`config.mk`:
```
export PLATFORM = sky130hd
export DESIGN_NAME = controller
export DESIGN_NICKNAME = d
export VERILOG_FILES = /design/src/rtl/controller_pkg.sv /design/src/rtl/controller_decode.sv /design/src/rtl/controller.sv
export SDC_FILE = /design/constraint.sdc
export NUM_CORES = 1
export LEC_CHECK = 0
export CORE_MARGIN = 8
export CORE_UTILIZATION = 42
export CTS_CLUSTER_DIAMETER = 30
export CTS_CLUSTER_SIZE = 12
export DETAILED_ROUTE_END_ITERATION = 7
export PLACE_DENSITY_LB_ADDON = 0.12
export SLEW_MARGIN = 40
export SYNTH_ARGS = -nofsm -noshare
export SYNTH_HDL_FRONTEND = slang
export SYNTH_SLANG_ARGS = --single-unit
export TNS_END_PERCENT = 20
```
`constraint.sdc`:
```
create_clock -name clk -period 1.4 [get_ports clk]
set_input_delay 0.42 -clock clk [delete_from_list [all_inputs] [get_ports clk]]
set_output_delay 0.42 -clock clk [all_outputs]
set_load 0.03 [all_outputs]
```
`src/rtl/controller_pkg.sv`:
```
// rtl/controller_pkg.sv - opcode, ALUOp and write-back encodings shared by the MIPS main controller.
package controller_pkg;

  localparam logic [5:0] R_TYPE = 6'h00;
  localparam logic [5:0] J      = 6'h02;
  localparam logic [5:0] JAL    = 6'h03;
  localparam logic [5:0] BEQ    = 6'h04;
  localparam logic [5:0] BNE    = 6'h05;
  localparam logic [5:0] ADDI   = 6'h08;
  localparam logic [5:0] ADDIU  = 6'h09;
  localparam logic [5:0] SLTI   = 6'h0A;
  localparam logic [5:0] SLTIU  = 6'h0B;
  localparam logic [5:0] ANDI   = 6'h0C;
  localparam logic [5:0] ORI    = 6'h0D;
  localparam logic [5:0] XORI   = 6'h0E;
  localparam logic [5:0] LUI    = 6'h0F;
  localparam logic [5:0] LW     = 6'h23;
  localparam logic [5:0] LBU    = 6'h24;
  localparam logic [5:0] LHU    = 6'h25;
  localparam logic [5:0] SB     = 6'h28;
  localparam logic [5:0] SH     = 6'h29;
  localparam logic [5:0] SW     = 6'h2B;

  typedef enum logic [2:0] {
    ALU_ADD  = 3'b000,
    ALU_SUB  = 3'b001,
    ALU_FUNC = 3'b010,
    ALU_SLT  = 3'b011,
    ALU_SLTU = 3'b100,
    ALU_AND  = 3'b101,
    ALU_OR   = 3'b110,
    ALU_XOR  = 3'b111
  } alu_op_e;

  typedef enum logic [1:0] {
    REGDST_RT = 2'b00,
    REGDST_RD = 2'b01,
    REGDST_RA = 2'b10
  } reg_dst_e;

  typedef enum logic [1:0] {
    WBSRC_MEM  = 2'b00,
    WBSRC_LINK = 2'b01,
    WBSRC_LUI  = 2'b10
  } wb_src_e;

  typedef struct packed {
    reg_dst_e reg_dst;
    logic     alu_src;
    logic     mem_to_reg;
    logic     reg_write;
    wb_src_e  reg_write_src;
    logic     mem_read;
    logic     mem_write;
    logic     jump;
    logic     branch_beq;
    logic     branch_bne;
    alu_op_e  alu_op;
  } ctrl_t;

endpackage

```
`src/rtl/controller_decode.sv`:
```
// rtl/controller_decode.sv - combinational opcode to control-word decode; unknown opcodes give a bubble.
module controller_decode
  import controller_pkg::*;
(
  input  logic [5:0] opcode,
  output ctrl_t      ctrl
);

  always_comb begin
    ctrl = '0;
    unique case (opcode)
      R_TYPE: begin
        ctrl.reg_dst   = REGDST_RD;
        ctrl.reg_write = 1'b1;
        ctrl.alu_op    = ALU_FUNC;
      end
      J: ctrl.jump = 1'b1;
      JAL: begin
        ctrl.jump          = 1'b1;
        ctrl.reg_write     = 1'b1;
        ctrl.reg_dst       = REGDST_RA;
        ctrl.reg_write_src = WBSRC_LINK;
      end
      BEQ: begin
        ctrl.branch_beq = 1'b1;
        ctrl.alu_op     = ALU_SUB;
      end
      BNE: begin
        ctrl.branch_bne = 1'b1;
        ctrl.alu_op     = ALU_SUB;
      end
      ADDI, ADDIU, SLTI, SLTIU, ANDI, ORI, XORI: begin
        ctrl.alu_src   = 1'b1;
        ctrl.reg_write = 1'b1;
        case (opcode)
          SLTI:    ctrl.alu_op = ALU_SLT;
          SLTIU:   ctrl.alu_op = ALU_SLTU;
          ANDI:    ctrl.alu_op = ALU_AND;
          ORI:     ctrl.alu_op = ALU_OR;
          XORI:    ctrl.alu_op = ALU_XOR;
          default: ctrl.alu_op = ALU_ADD;
        endcase
      end
      // lui still routes the immediate through operand B; write-back picks {imm,16'h0}
      LUI: begin
        ctrl.reg_write     = 1'b1;
        ctrl.reg_write_src = WBSRC_LUI;
        ctrl.alu_src       = 1'b1;
      end
      LW, LBU, LHU: begin
        ctrl.alu_src    = 1'b1;
        ctrl.mem_read   = 1'b1;
        ctrl.mem_to_reg = 1'b1;
        ctrl.reg_write  = 1'b1;
      end
      SB, SH, SW: begin
        ctrl.alu_src   = 1'b1;
        ctrl.mem_write = 1'b1;
      end
      default: ctrl = '0;
    endcase
  end

endmodule

```
`src/rtl/controller.sv`:
```
// rtl/controller.sv - MIPS main controller: opcode decode registered into the ID/EX boundary.
module controller
  import controller_pkg::*;
(
  input  logic       clk,
  input  logic       rst_n,
  input  logic [5:0] opcode,
  output logic [1:0] RegDst,
  output logic       ALUSrc,
  output logic       MemtoReg,
  output logic       RegWrite,
  output logic [1:0] RegWriteSrc,
  output logic       MemRead,
  output logic       MemWrite,
  output logic       Jump,
  output logic       BranchBEQ,
  output logic       BranchBNE,
  output logic [2:0] ALUOp
);

  ctrl_t dec_ctrl;
  ctrl_t ctrl_d;
  ctrl_t ctrl_q;

  controller_decode u_decode (
    .opcode (opcode),
    .ctrl   (dec_ctrl)
  );

  always_comb begin
    ctrl_d = dec_ctrl;
  end

  always_ff @(posedge clk) begin
    if (!rst_n) ctrl_q <= '0;
    else        ctrl_q <= ctrl_d;
  end

  assign RegDst      = ctrl_q.reg_dst;
  assign ALUSrc      = ctrl_q.alu_src;
  assign MemtoReg    = ctrl_q.mem_to_reg;
  assign RegWrite    = ctrl_q.reg_write;
  assign RegWriteSrc = ctrl_q.reg_write_src;
  assign MemRead     = ctrl_q.mem_read;
  assign MemWrite    = ctrl_q.mem_write;
  assign Jump        = ctrl_q.jump;
  assign BranchBEQ   = ctrl_q.branch_beq;
  assign BranchBNE   = ctrl_q.branch_bne;
  assign ALUOp       = ctrl_q.alu_op;

endmodule

```
[After elaboration in Yosys (flattened, before gate mapping)]
Cells that the tools add are included.
Cells by class
  reductions and logical operators: 8
  equal/unequal tests: 18
  muxes and demuxes: 11
Operator list (number)
  $eq 6x4->1 const B: 8
  $eq 6x6->1 const B: 6
  $pmux 3 s5: 1
  $reduce_or 14->1: 1
  $reduce_or 13->1: 1
  $eq 6x2->1 const B: 2
  $eq 6x3->1 const B: 2
  $pmux 3 s3: 1
  $pmux 2 s2: 2
  $mux 1: 7
  $reduce_or 7->1: 1
  $logic_not 6->1: 1
  $reduce_or 3->1: 2
  $reduce_or 2->1: 2
Word-level totals
  bits in registers: 14
  output and inout port bits: 15

[Longest topological paths before layout]
Gate-level depths: netlist of the first run.
  word-level depth: 3
  mapped depth: 3

[By module]
A second synthesis of the first run with hierarchy kept.
Second synthesis, totals
  cell total of the unflattened synthesis: 74
  area, all modules: 699.4 µm²
By module, submodules not included
  controller: cells an instance 31, seq. area each 300.3 µm², area each 419.2 µm², instances 1
  controller_decode: cells an instance 43, seq. area each 0.0 µm², area each 280.3 µm², instances 1

[Worst setup path before layout of the first run]
No wires, ideal clock.
  kind: input-to-reg
  start: input port opcode[4]
  end: register ctrl_q (netlist bit BranchBEQ)
  library setup time: 0.087 ns
  arrival: 1.118 ns
  data required time: 1.313 ns
  stages: 3
  buffers on the path: 1
  path slack: 0.194 ns
  path through: or3b_1 -> buf_6 -> nor4_4
Between the ends
  longest elaborated chain between the ends: 2
RTL lines
  from (decl): line controller.sv:7  | input logic [5:0] opcode,
  $eq 6x3->1: line controller_decode.sv:11  | unique case (opcode)
  $mux 1: line controller_decode.sv:11
  to (signal assigned): line controller.sv:36  | else ctrl_q <= ctrl_d;
  to (decl): line controller.sv:23  | ctrl_t ctrl_q;
No other way between the ends.
A chain may end at the register's enable or synchronous reset.

[Final worst setup path of the first run]
  start: input port opcode[3]
  end: register ctrl_q (netlist bit ALUSrc)
Between the ends
  longest elaborated chain between the ends: 3
RTL lines (line)
  $eq 6x6->1 or $eq 6x4->1 (tied branches): controller_decode.sv:11
  $reduce_or 14->1 (no source line) *
  $mux 1 *: controller_decode.sv:11
Mark *: on every way between the ends. The rest lies on a longest branch, timed or not.

==> reports/results.ini, run 1 <==
[timing]
fin_hold_ws_ns=0.545
finalHoldViolCount=0
rsz0062_at_grt=yes
drv_slew=0
worst_pin_slew_ns=0.329
slew_headroom=0.780
fmax_mhz=729
fin_crit_ns=1.37
setup_viol=0
finalCritPeriodShare=0.979
setup_tns_ns=0

[grt]
grt_usage=0.107
grt_use_met1=0.104
grtUsageMet3=0.0374
grt_max_degree=10
grt-busiest-layer=met2
grt_pass1_vias=593
grt_use_met2=0.198
grt_pass1_wl_mm=2.39
grt_antenna_before_repair=0
grt.overflow.total=0

[logic_synthesis]
synth_compound_area_frac=0.136
postSynthAreaPerCell_um2=11.3
synth_area_um2=643
muxShareOfSynthArea=0
yosysWarnings=0
yosysSeqAreaShare=0.436
synth-simple-area-share=0.350
synth_seq_cells=14
synth_nets=65
synth_top_family_by_area=simple AND/OR/NAND/NOR gates
synth_area_leaders=dfxtp_1 (44%), nor4_4 (6.6%), nand2b_1 (4.9%)
synth_cells=57
synth_top_area_share=0.436
synth_top_area_cell=dfxtp_1
yosys.area_share.xor_xnor=0
yosys.area_share.adder=0
yosysUniqueCellTypes=27

[routing]
vias=576
ant_nets=0
drt_iter0_markers=9
drt-pass1-iter-count=3
routed_wl_mm=1.48
drt-wirelength-per-cell_um=13.6
routed_via_density=5.28
drc_errors=0

[placed_design]
dpl_cell_area_um2=931
gp_congestion=0.735
place_inst=106
port_buffers=22
dp_hpwl_mm=1.15

[final_layout]
area_growth_pct=50.6
num_antenna_cells=0
nets=103
instances_no_fill=109
nFillCells=153
layout-drive-gt1-share=0.495
stdcell_area_um2=968

[floorplanning]
dieArea_um2=3040
num_rows=14
fp.dieW_um=55.1
start_util=0.437
ioPinCount=23
dieHeight_um=55.1
core_area_um2=1470

[worst_setup_path]
end_kind=flip-flop
crit_type=input port to flip-flop
worst_ep_required_time_ns=1.59
worstPathArrival_ns=1.57
crit_start=opcode[3]
cp_max_fo=3
startpoint_type=input port

[power]
power_leakage_nw=0.420
cellPowerDensity_nw_per_um2=803
vdd_drop_max_v=0.000379

[clock_tree]
clock_path_buffers=2
tritoncts=built
postCtsSetupBuffers=0
htree_levels=1
cts_buffers=3
cts-root-buf=clkbuf_4
path_clk_slew_ns=0.08
cts.sinks=14

[hold_path]
hp-class=input port to flip-flop
hold_path.startpoint=opcode[5]

[flow_run]
drv_cap=0

[outcome]
status=complete, no violations

critical path, stage by stage:
cell and delay, ns:
clkdlybuf4s50_1 0.49, or3b_2 0.46, a41oi_2 0.19
cell usage after synthesis, drive strengths merged:
| master | instances |
|---|---|
| dfxtp | 14 |
| buf | 5 |
| nand2b | 5 |
| nor4 | 4 |
| nand2 | 3 |
| nor3 | 3 |
| a2111oi | 2 |
| a41oi | 2 |
| inv | 2 |
| nand3b | 2 |
| nand4b | 2 |
| nand4bb | 2 |
| or3b | 2 |
| or4 | 2 |
| a211oi | 1 |
| a21bo | 1 |
| a31oi | 1 |
| clkbuf | 1 |
| nor3b | 1 |
| o2bb2ai | 1 |
| or2 | 1 |
cell usage in the layout, fill, tap and decap left out:
cell type	synthesis	layout
or2_2	1	1
nand2b_1	5	5
clkdlybuf4s50_1	0	1
nor3b_2	1	1
clkbuf_4	0	3
nand4b_1	2	2
nor4_1	1	1
nor4_4	2	2
nor3_1	3	3
dfxtp_1	14	14
nor4_2	1	1
a211oi_1	1	1
inv_1	2	2
o2bb2ai_1	1	1
dlymetal6s2s_1	0	3
nand3b_1	2	2
a41oi_2	1	2
buf_6	1	1
a31oi_1	1	1
dlygate4sd2_1	0	3
or3b_2	1	1
a21bo_2	1	1
nand2_1	3	3
buf_4	3	31
nand4bb_1	2	2
a2111oi_2	2	2
or3b_1	1	1
or4_1	2	2
repair_timing:
item                                    CTS  global route
gates resized for setup                   4             4
pin swaps                                 0             5
endpoints found under the setup margin   10             6
hold buffers                              0             0
layout make-up:
type,count,area [um^2],share of cell area
repair buffers,39,318,0.328
flip-flops and latches,14,280,0.289
multi-input cells,35,320,0.331
inverters,2,7.51,0.00775
well taps,16,20.0,0.0207
clock buffers,3,22.5,0.0233
kinds of logic after synthesis:
logic type / Yosys count
simple gates: 27
buf+inv: 8
flops: 14
compound gates: 8
report_power, final:
part,internal (W),switching [W],leakage (nW)
registers,0.000404,0.00000209,0.113
clock network,0.0000992,0.000119,0.0138
logic,0.0000743,0.0000785,0.293
total,0.000578,0.000199,0.420
state kept, by name (all words and copies together), names as in the netlist:
signal and cells:
RegWrite 1, BranchBNE 1, MemRead 1, MemWrite 1, RegDst 2, RegWriteSrc 2, ALUSrc 1, BranchBEQ 1
ALUOp 3, Jump 1
metal layers:
metal	vias to the layer above	wire [um]	part of all wire
li1	286	-	-
met1	274	578	0.39
met2	14	777	0.53
met3	2	109	0.074
met4	0	12	0.0081
met5	-	0	0
stage by stage:
step | total power (W) | util | setup WS, ns
2_1_floorplan | 0.000495 | - | 0.194
3_3_place_gp | 0.000568 | 0.633 | -0.351
3_5_place_dp | 0.000571 | 0.633 | -0.382
4_1_cts | 0.000783 | 0.648 | 0.00117
5_1_grt | 0.000813 | 0.658 | -0.00272
6_report | 0.000777 | 0.658 | 0.0290
worst paths after layout:
check,endpoint,depth (start not counted)
setup / recovery,ALUSrc$_SDFF_PN0_,3
hold / removal,Jump$_SDFF_PN0_,4
No activity file was read; power rests on OpenSTA's default activity.
==> inputs of run 2 (changes only) <==
Settings changed: CORE_MARGIN 8 to 3.
==> run 2 against run 1 <==
Against the previous run: count of clock-buffer cells in the layout increased by 1; largest power group unchanged; sequential cell count stayed put; sequential share of layout area is 0.11 points higher; utilization grew 4.8 points; non-clock buffer count is 5 lower; final area is 0.39% lower; sequential power is essentially flat; clock power rose by 27%; critical path depth fell by 2.
==> reports/results.ini, run 2 (same netlist as run 1, synthesis figures left out) <==
[timing]
fmax_mhz=738  ; was 729 MHz
slew_headroom=0.744  ; was 0.780
rsz0062_at_grt=no  ; was yes
finalCritPeriodShare=0.968  ; was 0.979
worst_pin_slew_ns=0.383  ; was 0.329 ns
finalWorstSetupSlack_ns=0.0445  ; was 0.0290 ns
fin_crit_ns=1.36  ; was 1.37 ns
setup_viol=0  ; unchanged
finalHoldViolCount=0  ; unchanged
drv_slew=0  ; unchanged
fin_hold_ws_ns=0.506  ; was 0.545 ns

[grt]
grt_max_degree=10  ; unchanged
grt_usage=0.138  ; was 0.107
grt_antenna_before_repair=0  ; unchanged
grt_pass1_wl_mm=2.05  ; was 2.39 mm
grt_pass1_vias=472  ; was 593
grt.overflow.total=0  ; unchanged

[floorplanning]
ioPinCount=23  ; unchanged
core_area_um2=1370  ; was 1470 um^2
dieArea_um2=2040  ; was 3040 um^2
start_util=0.471  ; was 0.437
dieHeight_um=45.1  ; was 55.1 um
fp.dieW_um=45.1  ; was 55.1 um
num_rows=13  ; was 14

[worst_setup_path]
crit_chain=clkdlybuf4s15_1  ; was clkdlybuf4s50_1 > or3b_2 > a41oi_2
max_stage_delay_ns=0.35  ; was 0.49 ns
end_kind=primary output  ; was flip-flop
crit_family=buffers and inverters  ; unchanged
cp_max_fo=1  ; was 3
worstPathArrival_ns=0.94  ; was 1.57 ns
crit_type=flip-flop to primary output  ; was input port to flip-flop
worst_ep_required_time_ns=0.98  ; was 1.59 ns
startpoint_type=flip-flop  ; was input port
crit_buf_inv=1  ; unchanged
critPathSlowestCell=clkdlybuf4s15_1  ; was clkdlybuf4s50_1

[routing]
vias=555  ; was 576
drc_errors=0  ; unchanged
routed_wl_mm=1.31  ; was 1.48 mm
drt-pass1-iter-count=4  ; was 3
drt-wirelength-per-cell_um=12.6  ; was 13.6 um
routed_via_density=5.34  ; was 5.28
drt_iter0_markers=13  ; was 9
ant_nets=0  ; unchanged

[flow_run]
drv_cap=0  ; unchanged

[hold_path]
hp-class=input port to flip-flop  ; unchanged

[clock_tree]
htree_levels=1  ; unchanged
cts.sinks=14  ; unchanged
cts-root-buf=clkbuf_4  ; unchanged
tritoncts=built  ; unchanged
clock_path_buffers=2  ; unchanged
path_clk_slew_ns=0.08  ; about the same
cts_buffers=3  ; unchanged

[final_layout]
largest_reg_flops=3  ; unchanged
nFillCells=117  ; was 153
final_cell_mix=buf_4 (22), dfxtp_1 (14), nand2b_1 (5), dlymetal6s2s_1 (5)  ; was buf_4 (31), dfxtp_1 (14), nand2b_1 (5)
num_antenna_cells=0  ; unchanged
nets=98  ; was 103
post-route-util=0.706  ; was 0.658
layout_commonest_cell=buf_4  ; unchanged
area_growth_pct=50.0  ; was 50.6%
layout-drive-gt1-share=0.472  ; was 0.495
instances_no_fill=104  ; was 109

[placed_design]
place_inst=99  ; was 106
place_ws_ns=-0.339  ; was -0.382 ns
gp_congestion=0.762  ; was 0.735
port_buffers=22  ; unchanged
dp_hpwl_um=914  ; was 1.15 mm

[power]
vdd_drop_max_v=0.000511  ; was 0.000379 V
finalPower_w=0.000829  ; was 0.000777 W
power_leakage_nw=0.420  ; about the same
cellPowerDensity_nw_per_um2=859  ; was 803 nW/um^2

[outcome]
status=complete, no violations  ; unchanged

==> run 2: changes by cell type in the layout (fill, tap and decap cells not counted), sizes merged <==
cell	delta
buf	-8
clkbuf	+2
clkdlybuf4s15	+2
dlymetal6s2s	+2
clkdlybuf4s50	-1
dlygate4sd2	-1
==> run 2: area by class of cell <==
type                       count  area [um^2]  area share
multi-input combinational     35          329       0.341
inverter                       2         7.51     0.00778
tap                           15         18.8      0.0195
sequential                    14          280       0.291
clock buffer                   4         36.3      0.0376
timing repair buffer          34          293       0.304
==> run 2: power by group <==
| group | switching (W) | total (W) | internal, W |
|---|---|---|---|
| combinational | 0.0000790 | 0.000146 | 0.0000674 |
| clock | 0.000119 | 0.000277 | 0.000158 |
| sequential | 0.00000153 | 0.000406 | 0.000404 |
| total | 0.000200 | 0.000829 | 0.000629 |
==> run 2: what timing repair did <==
action	CTS	global route
pin swaps	0	3
hold buffers	0	0
cloned	0	0
setup endpoints to repair	13	12
setup buffers	0	1
gates resized for setup	8	11
==> run 2: worst min-delay path, cell delays in order <==
cell and delay [ns]:
dlymetal6s2s_1 0.12, buf_6 0.14, nor4_1 0.05
==> run 2: final timing paths <==
| kind | start | endpoint | slack (ns) | depth (start not counted) |
|---|---|---|---|---|
| hold / removal | opcode[5] | Jump$_SDFF_PN0_ | 0.51 | 3 |
| setup / recovery | BranchBNE$_SDFF_PN0_ | BranchBNE | 0.04 | 1 |
==> run 2: routing by layer <==
layer  vias to the layer above  wire length [um]  global-route usage
met2                        28               664               0.226
met1                       251               541               0.171
met5                         -                 0                   0
met4                         0                17              0.0526
li1                        274                 -                   -
met3                         2                92              0.0359
==> run 2: through the flow <==
stage | instance area [um^2] | TNS (ns)
global placement | 892 | -3.69
floorplan | 643 | 0
finish | 965 | 0
detailed placement | 892 | -3.88
CTS | 933 | -0.0199
global route | 965 | 0
==> inputs of run 3 (changes only) <==
Settings changed: SLEW_MARGIN 40 to 20.
==> results of run 3 <==
Same layout as run 2: the final DEF is identical, and so are final timing and power.
